**src/rtl/lc3b_muldiv.sv**
```systemverilog
// lc3b_muldiv: iterative unsigned multiply/divide for the LC-3b execute stage.
// One operand bit per cycle: shift-add multiply (LSB first), restoring divide.
// The accumulator is split into hi_q/lo_q:
//   multiply: {hi_q, lo_q} is the running 2*width product;
//   divide:   hi_q is the partial remainder, lo_q collects quotient bits.
module lc3b_muldiv #(
   parameter int width = 16
) (
   input  logic             clk,
   input  logic             reset,
   input  logic             start,
   input  logic [1:0]       op,
   input  logic [width-1:0] a,
   input  logic [width-1:0] b,
   output logic             busy,
   output logic             done,
   output logic [width-1:0] result
);

   localparam int CW = (width > 1) ? $clog2(width) : 1;

   typedef enum logic [1:0] {IDLE, BUSY, DONE} state_t;

   state_t           state_q, state_d;
   logic [1:0]       op_q;
   logic [width-1:0] a_q, b_q;
   logic [width-1:0] hi_q, lo_q;
   logic [CW-1:0]    cnt_q;
   logic             last;

   logic [width:0]   msum;
   logic [width:0]   dshift;
   logic [width+1:0] dtrial;
   logic             dborrow;
   logic [width-1:0] hi_n, lo_n;

   assign last = (cnt_q == CW'(width-1));

   // One iteration of the selected algorithm, computed from the current accumulator
   always_comb begin
      // multiply: conditional add into the upper half, carry kept in bit width
      msum   = b_q[cnt_q] ? ({1'b0, hi_q} + {1'b0, a_q}) : {1'b0, hi_q};
      // divide: bring the next dividend bit (MSB first) into the remainder
      dshift = {hi_q, a_q[CW'(width-1) - cnt_q]};
      dtrial = {1'b0, dshift} - {2'b0, b_q};
      // a set bit width in the difference only ever occurs together with a borrow
      dborrow = dtrial[width+1] | dtrial[width];
      hi_n = '0;
      lo_n = '0;
      if (op_q[1]) begin
         hi_n = dborrow ? dshift[width-1:0] : dtrial[width-1:0];
         lo_n = {lo_q[width-2:0], ~dborrow};
      end else begin
         hi_n = msum[width:1];
         lo_n = {msum[0], lo_q[width-1:1]};
      end
   end

   // State register
   always_ff @(posedge clk or posedge reset) begin
      if (reset) state_q <= IDLE;
      else       state_q <= state_d;
   end

   // Next-state logic: IDLE -> BUSY on start, BUSY for width cycles, DONE for one
   always_comb begin
      state_d = state_q;
      case (state_q)
         IDLE:    if (start) state_d = BUSY;
         BUSY:    if (last)  state_d = DONE;
         DONE:    state_d = IDLE;
         default: state_d = IDLE;
      endcase
   end

   // Registered handshake outputs, decoded from the next state
   always_ff @(posedge clk or posedge reset) begin
      if (reset) begin
         busy <= 1'b0;
         done <= 1'b0;
      end else begin
         busy <= (state_d == BUSY);
         done <= (state_d == DONE);
      end
   end

   // Operand latch, accumulator iteration, and result load on entry to DONE
   always_ff @(posedge clk or posedge reset) begin
      if (reset) begin
         op_q   <= '0;
         a_q    <= '0;
         b_q    <= '0;
         hi_q   <= '0;
         lo_q   <= '0;
         cnt_q  <= '0;
         result <= '0;
      end else begin
         case (state_q)
            IDLE: if (start) begin
               op_q  <= op;
               a_q   <= a;
               b_q   <= b;
               hi_q  <= '0;
               lo_q  <= '0;
               cnt_q <= '0;
            end
            BUSY: begin
               hi_q  <= hi_n;
               lo_q  <= lo_n;
               cnt_q <= last ? '0 : cnt_q + 1'b1;
               // op[0] picks the upper half: product high word or remainder
               if (last) result <= op_q[0] ? hi_n : lo_n;
            end
            default: ;
         endcase
      end
   end

endmodule

```
**config.mk**
```make
export PLATFORM = sky130hd
export DESIGN_NAME = lc3b_muldiv
export DESIGN_NICKNAME = d
export VERILOG_FILES = /design/src/rtl/lc3b_muldiv.sv
export SDC_FILE = /design/constraint.sdc
export NUM_CORES = 1
export LEC_CHECK = 0
export CAP_MARGIN = 5
export CELL_PAD_IN_SITES_DETAIL_PLACEMENT = 1
export CELL_PAD_IN_SITES_GLOBAL_PLACEMENT = 1
export CORE_ASPECT_RATIO = 1.25
export CORE_UTILIZATION = 45
export CTS_CLUSTER_SIZE = 8
export DETAILED_ROUTE_END_ITERATION = 7
export GPL_ROUTABILITY_DRIVEN = 0
export GPL_TIMING_DRIVEN = 0
export PLACE_DENSITY = 0.9
export REMOVE_ABC_BUFFERS = 1
export SLEW_MARGIN = 10
export SYNTH_ARGS = -nofsm -noshare
export SYNTH_HDL_FRONTEND = slang
export SYNTH_SLANG_ARGS = --single-unit
```
**constraint.sdc**
```tcl
create_clock -name clk -period 5.2 [get_ports clk]
set_input_delay 1.04 -clock clk [delete_from_list [all_inputs] [get_ports clk]]
set_output_delay 1.04 -clock clk [all_outputs]
set_load 0.05 [all_outputs]
```
# == Yosys cells after proc, flatten, opt, wreduce, memory -nomap -nowiden ==
# Index checks and enable logic that the tools add are counted.
# word_totals
regBits,90
latch_bits,0
ram_bits,0
romBits,0
in_bits,37
wordCells,46
n_memories,0
# op_classes
addsub,4
mul,0
n_div,0
magnitude_cmp,2
eq_ne,5
shift,0
muxes,18
n_bitwise,2
reduce_logical,5
# ops
op,count
16-bit 2-to-1 mux,5
16-bit one-hot mux with 2 select lines,2
17-bit by 16-bit subtractor with 18-bit output,1
16-bit by 16-bit adder with 17-bit output,1
17-bit 2-to-1 mux,1
4-bit by 5-bit less-than comparator with 1-bit output (second input constant),2
1-bit binary-select mux with 4-bit select,2
4-bit 2-to-1 mux,2
4-bit one-hot mux with 2 select lines,1
2-bit AND reduction,3
4-bit by 1-bit adder with 4-bit output (second input constant),1
2-bit by 1-bit equality test with 1-bit output (second input constant),2
4-bit equality test (second input constant),1
2-bit 2-to-1 mux,2
2-bit one-hot mux with 2 select lines,1
4-bit subtractor (first input constant),1
2-bit equality test (second input constant),1
2-bit logical NOT,1
1-bit 2-to-1 mux,2
2-bit inequality test (second input constant),1
2-bit nonzero test,1
1-bit inverter,1
1-bit bitwise OR,1

# == Logic depth before layout (Yosys ltp) ==
# Gate-level depths: netlist of run 1.
# depth
ltp_word,8
ltp_mapped,17

# == Worst setup path after synthesis of run 1 ==
# No wires, ideal clock.
# synth_path
path_type,reg-to-reg
start,register cnt_q[0]
end,register result[15]
arrival_ps,3779
required_ps,5063
slack_ps,1285
path_stages_with_launch,16
path_buffers,1
synth_period_minus_slack_ps,3915
cell_sequence,dfrtp_1 buf_4 mux4_2 mux2_2 o21ai_0 ha_1 inv_1 fa_1 a211oi_2 nor3_1 nor4b_1 nor3_2 a21o_1 and3_1 a2111oi_2 o41ai_2
# synth_via
elab_chain_len,8
# synth_rtl
item,line,source
start: declaration,28,logic [CW-1:0] cnt_q;
start signal: assignment,110,cnt_q <= last ? '0 : cnt_q + 1'b1;
4-bit subtractor,44,"dshift = {hi_q, a_q[CW'(width-1) - cnt_q]};"
1-bit binary-select mux with 4-bit select,44,
1-bit 2-to-1 mux (implied by the code),44,
17-bit by 16-bit subtractor with 18-bit output,45,"dtrial = {1'b0, dshift} - {2'b0, b_q};"
1-bit bitwise OR,47,dborrow = dtrial[width+1] | dtrial[width];
16-bit 2-to-1 mux,51,hi_n = dborrow ? dshift[width-1:0] : dtrial[width-1:0];
16-bit 2-to-1 mux,50,if (op_q[1]) begin
16-bit 2-to-1 mux,112,if (last) result <= op_q[0] ? hi_n : lo_n;
end signal: assignment,112,
end: declaration,17,output logic [width-1:0] result
# Several ways; a longest one is shown, not always the timed one. The select of a mux whose other input is x is not followed.
# A chain may end at the register's enable or synchronous reset.

# == Final worst setup path of run 1 ==
# Same ends and word-level chain as after synthesis.

==> results of run 1 <==
==> synth_stat cells (all sizes together), types with 10 or more instances <==
| master | instances | share of area (%) |
|---|---|---|
| ha | 33 | 6.8 |
| mux2 | 20 | 3.7 |
| a21o | 13 | 1.6 |
| xor2 | 14 | 2.0 |
| nand2 | 68 | 4.2 |
| buf | 18 | 1.9 |
| mux2i | 20 | 3.3 |
| clkbuf | 21 | 1.3 |
| dfrtp | 90 | 37 |
| nor3 | 23 | 2.0 |
| o31ai | 20 | 2.5 |
| a21oi | 53 | 4.4 |
| a211oi | 25 | 3.6 |
| inv | 24 | 1.5 |
| xnor2 | 10 | 1.4 |
| o21ai | 67 | 5.5 |
| nor2 | 25 | 1.6 |
==> registers in the layout (all words and copies together), names as in the netlist <==
| name | flops |
|---|---|
| cnt_q | 4 |
| a_q | 16 |
| result | 16 |
| state_q | 2 |
| b_q | 16 |
| op_q | 2 |
| hi_q | 16 |
| lo_q | 16 |
| done | 1 |
| busy | 1 |
==> cell usage in the layout, fill, tap and decap left out, types with 4 or more instances in the layout <==
master,instances
o211ai_1,5
inv_1,22
xnor2_1,10
nand2b_1,5
a211oi_1,18
nand3_1,8
nor2_1,24
nor3_1,22
clkdlybuf4s50_1,54
ha_1,33
dfrtp_1,88
mux4_2,8
clkbuf_16,9
mux2i_1,20
o21ai_0,61
nor2b_1,5
a31oi_1,6
xor2_1,14
a21oi_1,52
and3_1,5
or3_1,4
nand2_1,68
o21ai_1,6
a211oi_2,7
a21o_1,13
nand4_1,5
o31ai_1,19
mux2_2,20
buf_4,4
==> per-layer routing <==
layer / track usage [%] / wire (um) / up-vias
li1: - / - / 2494
met1: 32.4 / 7440 / 2814
met2: 50.0 / 10100 / 257
met3: 4.99 / 1030 / 93
met4: 18.1 / 1240 / 0
met5: 0 / 0 / -
==> critical path, cell delays in order (launching register included) <==
cell and delay [ns]:
dfrtp_4 0.56, mux4_2 0.58, mux2_2 0.28, o21ai_0 0.34, ha_1 0.26, inv_1 0.06
fa_1 0.46, a211oi_2 0.32, nor3_1 0.13, nor4b_1 0.43, nor3_2 0.17, a21o_1 0.43
and3_1 0.31, a2111oi_2 0.43, o41ai_2 0.14
==> how the worst min path moves through the flow <==
stage                 end  slack, ns  cells past startpoint
6_report        result[7]       0.51                      2
2_1_floorplan    lo_q[15]       0.45                      2
3_5_place_dp     lo_q[15]       0.48                      2
5_1_grt        result[14]       0.54                      1
3_3_place_gp     lo_q[15]       0.46                      2
4_1_cts           lo_q[3]       0.52                      2
==> layout make-up <==
| cell class | instances | share of cell area (%) |
|---|---|---|
| flip-flops and latches | 90 | 31.8 |
| well taps | 171 | 3.01 |
| inverters | 24 | 1.30 |
| repair buffers | 61 | 9.10 |
| clock buffers | 10 | 3.23 |
| clock inverters | 6 | 0.917 |
| multi-input cells | 500 | 50.6 |
==> logic make-up (layout without fill, tap and decap cells) <==
group           Yosys count  count (layout)  share of synthesized area, %
compound gates          226             226                          24.7
xor+xnor                 24              24                          3.44
fa+ha+maj                35              35                          7.41
buf+inv                  63             101                          4.67
flops                    90              90                          36.9
mux                      48              48                          9.91
simple gates            167             167                          13.1
==> repair_timing <==
item / CTS / global route
gates resized for setup: 1 / 2
hold endpoints to repair: 0 / 0
pin swaps: 0 / 1
setup endpoints to repair: 20 / 10
buffers inserted: 0 / 2
==> metrics by stage <==
| stage | setup WS, ns | std cells | cell area, um2 | hold slack, ns |
|---|---|---|---|---|
| after floorplan | 0.756 | 614 | 5920 | 0.449 |
| after global placement | -0.899 | 839 | 6670 | 0.462 |
| after detailed placement | 0.0999 | 844 | 6770 | 0.484 |
| after CTS | 0.0507 | 860 | 7060 | 0.517 |
| after global routing | 0.00238 | 862 | 7100 | 0.543 |
| final | 0.126 | 862 | 7100 | 0.509 |
==> run summary, run 1 <==
Yosys mapped a number of flops with a built-in enable equal to 0. The port buffer count is 54. The arrival time at the worst endpoint came out at 5.29 ns. Max-cap violations in this run came to 0. The clock drives 90 sinks.

The floorplan die width came out at 106 um. The post-detailed-route count of antenna-violating nets came out at 0. The global route total overflow is 0. The detailed-router iteration count before antenna repair came out at 5. The largest fanout on the critical path is 16. The hold violation total from the final report came out at 0. The relative area change from synthesis to final layout is 16.2%.

The Yosys step of the flow raised 0 warnings. The dominant synthesized flop cell is dfrtp_1. In this run the mean area of a mapped cell was 9.36 um2.

At the end of the flow, the number of nets in the layout was 758. The first routing iteration left 368 violations. Clock tree synthesis inserted a total of 9 buffers. The multi-input combinational cell area is 3590 um2.

Cells fill 53.6% of the core in the end. The later-pin clock latency in the skew report came out at 0.36 ns. The proportion of synthesized flip-flops having asynchronous set or reset came out at 100%. The average routed wire per standard cell is 23.0 um.

The number of fillers in the final layout came out at 1,485. The final critical-path required period is 5.07 ns. The total negative setup slack is 0 ns. Setup repair after global routing left no endpoint under its margin. The number of cells traversed by the worst register-to-register path is 14.

Headroom to the max-slew limit came out at 14.0%. TritonCTS built the clock tree. The endpoint of the worst-slack reg-to-reg timing path is result[15]. The count of pins over their slew limit came out at 0. The largest buffer count on any clock path came out at 2. Of the cells placed in the final design, the portion with a size suffix greater than 1 is 11.3%. The total track usage came out at 28.8%. The count of hold buffers inserted by post-cts repair is 0.

Pin placement for this block handled 55 I/O pins. In this run the register-to-register setup slack is 0.13 ns. The register clock-pin slew on the reported worst setup and hold paths came out at 0.07 ns.

The depth of the CTS H-tree came out at 3. The half-perimeter wire length after placement is 14,200 um. The number of vias per cell after detailed routing came out at 6.56. The mapped cell area came out at 6110 um2. The number of global-route vias before repair came out at 5,921. The largest net degree at the start of global routing is 59. The total of flip-flops plus latches after synthesis came out at 90.

The data required time of the critical path came out at 5.41 ns. The clock skew after layout came out at 0.00975 ns. Synthesis produced 653 cells.

For the pin with the worst max-slew slack, the measured transition is 1.29 ns. The worst setup path is captured at a flip-flop. The effective utilization at floorplan is 46.2%. The tree is rooted in a clkbuf_16.

The first global-routing pass estimated 31,400 um of wire. In this run the most critical hold path is launched from result[7]. The sequential share of the synthesized area is 36.9%. The routed layout has 5,658 vias. The final routed DRC violation total is 0. The synthesized netlist contains 73 unique library cells. The critical path is of the flip-flop to flip-flop type. The run finished with clean final reports. The total area of sequential cells came out at 2260 um2. The worst setup path is launched from a flip-flop. The number of antenna violations at the first check in global routing is 0.

The count of standard-cell rows is 47. The wire length reported by the detailed router is 19,800 um. The startpoint identified for the worst register-to-register timing path is cnt_q[0]. The final number of setup-violating endpoints came out at 0.

The standard cell core area is 13,200 um2. In this run the worst setup path terminates at result[15]. The achievable frequency is 0.197 GHz.

The area of the die came out at 14,100 um2. The worst hold path belongs to the class flip-flop to flip-flop. Dividing the final minimum period by the clock period gives 97.6%. The source of the critical timing path is cnt_q[0].

The die is 132 um tall. 0 antenna diodes ended up in the layout.
Power of run 1 is left out: the tool's default activity adds up to more than one toggle a clock period on the data nets, which glitch-free logic cannot reach.
==> run 2, diff against run 1 <==
CELL_PAD_IN_SITES_DETAIL_PLACEMENT = 0   (was 1)
CTS_CLUSTER_SIZE = unset   (was 8)
==> run summary, run 2 (synthesized netlist as in run 1, its figures left out) <==
The CTS tree is built (unchanged). The total number of vias was 5,277 (was 5,658). The proportion of layout cells with a drive suffix above 1 came out at 11.0% (was 11.3%). The highest metal layer with signal wires is met4 (unchanged). The later-pin clock latency in the skew report is 0.35 ns (was 0.36 ns). The global route total overflow came out at 0 (unchanged).

The number of vias per cell after detailed routing is 6.14 (was 6.56). The initial DRC count came to 367 (was 368). The clock sink count came out at 90 (unchanged).

The I/O pin total came out at 55 (unchanged). The headroom to the max-slew limit is 21.3% (was 14.0%). The count of pins over their slew limit came out at 0 (unchanged). The data required time of the critical path came out at 5.40 ns (was 5.41 ns). The first-pass GRT wire length came out at 26,400 um (was 31,400 um). The final critical-path share of the clock period is 94.1% (was 97.6%). The slew at the pin with the worst max-slew slack is 1.18 ns (was 1.29 ns).

The standard cell core area came to 13,200 um2 (unchanged). The most common cell after layout, fill and taps aside is dfrtp_1 (unchanged). The total negative setup slack is 0 ns (unchanged). The total track usage is 23.9% (was 28.8%). The floorplan die width came out at 106 um (unchanged).

The setup slack after layout is 0.308 ns (was 0.126 ns). The worst slack at placement came out at 0.166 ns (was 0.0999 ns). The relative area change from synthesis to final layout is 15.7% (was 16.2%).

The sum of met3 wire segment lengths after detailed routing came out at 826 um (was 1030 um). Setup repair after global routing missed its margin: no (unchanged). The post-detailed-route count of antenna-violating nets came to 0 (unchanged).

The largest fanout on the critical path came to 16 (unchanged). The setup fix buffers added after clock tree synthesis came out at 0 (unchanged). The count of hold buffers inserted by post-cts repair came to 0 (unchanged).

The register clock-pin slew on the reported worst setup and hold paths is 0.07 ns (about the same). The detailed-routing wirelength on met1 came out at 6750 um (was 7440 um). The area of the die is 14,100 um2 (unchanged). The detailed-routed wire length on met2 came out at 8000 um (was 10,100 um).

The die boundary height was 132 um (unchanged). CP cell instances: mux4_2 > mux2_2 > o21ai_0 > ha_1 > inv_1 > fa_1 > a211oi_2 > nor3_1 > nor4b_1 > nor3_2 > a31oi_4 > nand2_1 > a2111oi_2 > o41ai_2 (was mux4_2 > mux2_2 > o21ai_0 > ha_1 > inv_1 > fa_1 > a211oi_2 > nor3_1 > nor4b_1 > nor3_2 > a21o_1 > and3_1 > a2111oi_2 > o41ai_2). The number of antenna violations at the first check in global routing came out at 0 (unchanged).

The CTS buffer count is 9 (unchanged). The final critical-path required period came to 4.89 ns (was 5.07 ns). The largest buffer count on any clock path is 2 (unchanged). The achievable frequency was 0.204 GHz (was 0.197 GHz). The cell with the largest stage delay on the worst path was mux4_2 (unchanged).

The wire length reported by the detailed router came to 16,000 um (was 19,800 um). The worst hold slack came to 0.486 ns (was 0.509 ns). The detailed-router iteration count before antenna repair came out at 5 (unchanged). The port buffer count came out at 54 (unchanged).

The arrival time at the worst endpoint came out at 5.10 ns (was 5.29 ns). The final number of setup-violating endpoints is 0 (unchanged). The number of nets at the end of the flow is 756 (was 758). The number of antenna repair diodes is 0 (unchanged).

The maximum single-stage delay on the critical path came out at 0.62 ns (was 0.58 ns). The largest net degree at the start of global routing came out at 59 (unchanged). The reported max-cap violation count is 0 (unchanged).

The clock skew after layout is 0.0102 ns (was 0.00975 ns). The depth of the CTS H-tree is 3 (unchanged). The buffer cell driving the clock tree root is clkbuf_16 (unchanged). Result of the run: finished clean (unchanged). The hold violation total from the final report came out at 0 (unchanged).

The effective utilization at floorplan came out at 46.2% (unchanged). The count of standard-cell rows is 47 (unchanged). The final routed DRC violation total is 0 (unchanged). The half-perimeter wire length after placement is 12,100 um (was 14,200 um).

The number of global-route vias before repair was 5,167 (was 5,921). The category of the critical setup timing path was flip-flop to flip-flop (unchanged). The sort of element at the end of the critical path is a flip-flop (unchanged). The average routed wire per standard cell is 18.6 um (was 23.0 um). The kind of start point of the critical path is a flip-flop (unchanged). The path category of the worst min-delay check is flip-flop to flip-flop (unchanged). Commonest cells after routing, fill and taps aside: dfrtp_1, nand2_1, o21ai_0 (unchanged).
-- run 2: cell count changes in the layout (fill, tap and decap cells not counted) --
cell / delta
buf_12: -1
buf_4: -1
clkinv_2: -2
clkinv_4: +2
dfrtp_2: +1
dfrtp_4: -1
nor2_2: +1
nor2_4: -1
-- run 2: area by class of cell --
type                    count  area, um2
clock buffers              10        229
clock inverters             6       72.6
fillers                  1175       6160
inverters                  24       92.6
multi-input cells         500       3590
flip-flops and latches     90       2250
well taps                 171        214
repair buffers             59        618
-- run 2: timing repair --
action	CTS	global route
gates resized for setup	0	1
setup endpoints to repair	0	17
hold endpoints to repair	0	0
-- run 2: path summary, 6_finish.rpt --
path | cells after the start | slack, ns | end | start
min reg2reg | 2 | 0.49 | lo_q[15] | lo_q[15]
max reg2reg | 14 | 0.31 | result[15] | cnt_q[0]
min | 2 | 0.49 | lo_q[15] | lo_q[15]
max | 14 | 0.31 | result[15] | cnt_q[0]
max in group asynchronous | 3 | 3.52 | a_q[8] | reset
min in group asynchronous | 2 | 1.05 | result[0] | reset
-- run 2: metal layers --
| layer | up-vias | GRT usage [%] |
|---|---|---|
| met5 | - | 0 |
| met4 | 0 | 9.10 |
| met1 | 2564 | 30.0 |
| met2 | 194 | 40.8 |
| met3 | 34 | 4.05 |
| li1 | 2485 | - |
-- run 2: metrics by stage --
step | cells | utilization, % | cell area [um2]
floorplan | 614 | - | 5920
global placement | 839 | 50.4 | 6670
detailed placement | 844 | 51.1 | 6770
CTS | 860 | 53.4 | 7070
global route | 860 | 53.4 | 7070
finish | 860 | 53.4 | 7070
-- run 2: critical path, delay by kind of cell (launching register included) --
family / cells / cell delay [ns]
AOI/OAI and AO/OA: 5 / 1.50
adders and majority gates: 2 / 0.65
buffers and inverters: 1 / 0.06
DFF: 1 / 0.59
muxes: 2 / 0.90
and+or+nand+nor: 4 / 1.04
Power of run 2 is left out for the same reason.
==> run 3, diff against run 2 <==
clock period = 4.9 ns   (was 5.2 ns; I/O delays follow)
==> run summary, run 3 (synthesized netlist as in run 1, its figures left out) <==
Result of the run: finished clean (unchanged). The number of antenna violations at the first check in global routing came out at 0 (unchanged). The final critical-path required period is 4.70 ns (was 4.89 ns).

The largest net degree at the start of global routing came out at 59 (unchanged). The worst slack at placement is -0.134 ns (was 0.166 ns). The initial DRC count was 393 (was 367).

The clock skew after layout came to 0.00814 ns (was 0.0102 ns). The largest buffer count on any clock path came to 2 (unchanged). The final critical-path share of the clock period came out at 96.0% (was 94.1%).

The total placed cells including tap cells came out at 844 (unchanged). The most common cell after layout, fill and taps aside is dfrtp_1 (unchanged). The launching point of the worst reg2reg path was cnt_q[0] (unchanged). The number of nets at the end of the flow came out at 761 (was 756).

The reg2reg setup slack came out at 0.20 ns (was 0.31 ns). The total number of vias is 5,296 (was 5,277). The number of vias per cell after detailed routing is 6.12 (was 6.14). The CTS buffer count came to 9 (unchanged). The detailed-router iteration count before antenna repair came out at 6 (was 5). The slew at the pin with the worst max-slew slack is 1.18 ns (about the same). The final instance count without filler cells came to 865 (was 860). The half-perimeter wire length after placement came out at 12,100 um (unchanged). The register clock-pin slew on the reported worst setup and hold paths came out at 0.07 ns (about the same). The wire length reported by the detailed router is 16,200 um (was 16,000 um).

The setup slack after layout came to 0.198 ns (was 0.308 ns). The cell with the largest stage delay on the worst path is mux4_2 (unchanged). The count of pins over their slew limit is 0 (unchanged). The area of the die came out at 14,100 um2 (unchanged). The count of hold buffers inserted by post-cts repair is 0 (unchanged).

The category of the critical setup timing path is flip-flop to flip-flop (unchanged). The kind of start point of the critical path is a flip-flop (unchanged). The final number of setup-violating endpoints came out at 0 (unchanged). CP cell instances: mux4_2 > mux2_2 > o21ai_0 > ha_1 > inv_1 > fa_1 > a211oi_2 > nor3_1 > nor4b_1 > nor3_2 > a21oi_2 > nor3_1 > or4_1 > a21oi_1 (was mux4_2 > mux2_2 > o21ai_0 > ha_1 > inv_1 > fa_1 > a211oi_2 > nor3_1 > nor4b_1 > nor3_2 > a31oi_4 > nand2_1 > a2111oi_2 > o41ai_2).

The first-pass GRT wire length is 26,400 um (unchanged). The number of cells traversed by the worst register-to-register path was 14 (unchanged). The count of standard-cell rows came out at 47 (unchanged). The achievable frequency is 0.213 GHz (was 0.204 GHz). The hold violation total from the final report was 0 (unchanged). The sort of element at the end of the critical path was a flip-flop (unchanged). The total track usage is 23.9% (unchanged). The standard cell core area came out at 13,200 um2 (unchanged). The final routed DRC violation total came out at 0 (unchanged). The I/O pin total is 55 (unchanged).

The average routed wire per standard cell came out at 18.7 um (was 18.6 um). The total negative setup slack came out at 0 ns (unchanged). The number of fillers in the final layout came to 1,175 (unchanged). The proportion of layout cells with a drive suffix above 1 is 11.8% (was 11.0%). The source of the critical timing path is cnt_q[0] (unchanged). The buffer cell driving the clock tree root is clkbuf_16 (unchanged).

The end point of the critical path is result[8] (was result[15]). The CTS tree is built (unchanged). The port buffer count came to 54 (unchanged). The path category of the worst min-delay check is flip-flop to flip-flop (unchanged). The clock sink count is 90 (unchanged). Commonest cells after routing, fill and taps aside: dfrtp_1, nand2_1, o21ai_0 (unchanged). The die boundary height came out at 132 um (unchanged).

The later-pin clock latency in the skew report came out at 0.35 ns (about the same). The relative area change from synthesis to final layout came out at 16.7% (was 15.7%). The most prevalent standard cell on the critical path is nor3_1. The number of antenna repair diodes came to 0 (unchanged). The floorplan die width was 106 um (unchanged). The headroom to the max-slew limit came out at 21.2% (was 21.3%). The global route total overflow came to 0 (unchanged). The data required time of the critical path is 5.18 ns (was 5.40 ns).

The number of global-route vias before repair is 5,167 (unchanged). The largest fanout on the critical path came out at 11 (was 16). The effective utilization at floorplan is 46.2% (unchanged). The endpoint of the worst-slack reg-to-reg timing path is result[8] (was result[15]). The reported max-cap violation count is 0 (unchanged).

The maximum single-stage delay on the critical path was 0.60 ns (was 0.62 ns). The post-detailed-route count of antenna-violating nets is 0 (unchanged). The arrival time at the worst endpoint is 4.98 ns (was 5.10 ns).

The depth of the CTS H-tree is 3 (unchanged).
run 3: cell count changes in the layout (fill, tap and decap cells not counted):
cell,previous run,this run
a21o_2,0,1
nor2_2,1,0
buf_4,3,7
dfrtp_2,2,1
buf_12,0,1
dfrtp_4,0,1
a21o_1,13,12
nor2_4,0,1
run 3: what timing repair did:
item,4_1_cts,5_1_grt
cloned,0,0
setup endpoints to repair,23,26
setup buffers,0,5
hold endpoints to repair,0,0
gates resized for setup,1,3
pin swaps,0,1
run 3: worst max-delay path, delay by kind of cell, from the launching register on:
family,cells,cell delay [ns]
AOI/OAI and AO/OA,4,1.10
muxes,2,0.89
and+or+nand+nor,5,1.37
DFF,1,0.56
adders and majority gates,2,0.65
buffers and inverters,1,0.06
run 3: how the worst min path moves through the flow:
stage / end / start / slack [ns] / cells after the start
after floorplan: lo_q[15] / lo_q[15] / 0.45 / 2
after global routing: result[15] / result[15] / 0.51 / 2
final: lo_q[15] / lo_q[15] / 0.49 / 2
after CTS: lo_q[15] / lo_q[15] / 0.49 / 2
after global placement: lo_q[15] / lo_q[15] / 0.46 / 2
after detailed placement: lo_q[15] / lo_q[15] / 0.47 / 2
run 3: metal layers:
layer	GRT usage [%]	wire length [um]	vias up	part of all wire [%]
met5	0	0	-	0
met4	9.10	436	0	2.7
met3	4.05	806	34	5.0
met2	40.8	8100	192	50
met1	30.0	6810	2575	42
li1	-	-	2495	-
run 3: layout make-up:
type	instances	area [um2]	share of cell area [%]
repair buffers	64	668	9.37
flip-flops and latches	90	2260	31.7
clock buffers	10	229	3.21
well taps	171	214	3.00
clock inverters	6	72.6	1.02
inverters	24	92.6	1.30
multi-input cells	500	3600	50.4
run 3: metrics by stage:
| stage | hold WS (ns) | utilization [%] | cell area [um2] |
|---|---|---|---|
| after CTS | 0.486 | 53.4 | 7070 |
| after global routing | 0.512 | 53.9 | 7130 |
| after floorplan | 0.449 | - | 5920 |
| after global placement | 0.462 | 50.4 | 6670 |
| after detailed placement | 0.470 | 51.1 | 6770 |
| final | 0.488 | 53.9 | 7130 |
Power of run 3 is left out for the same reason.
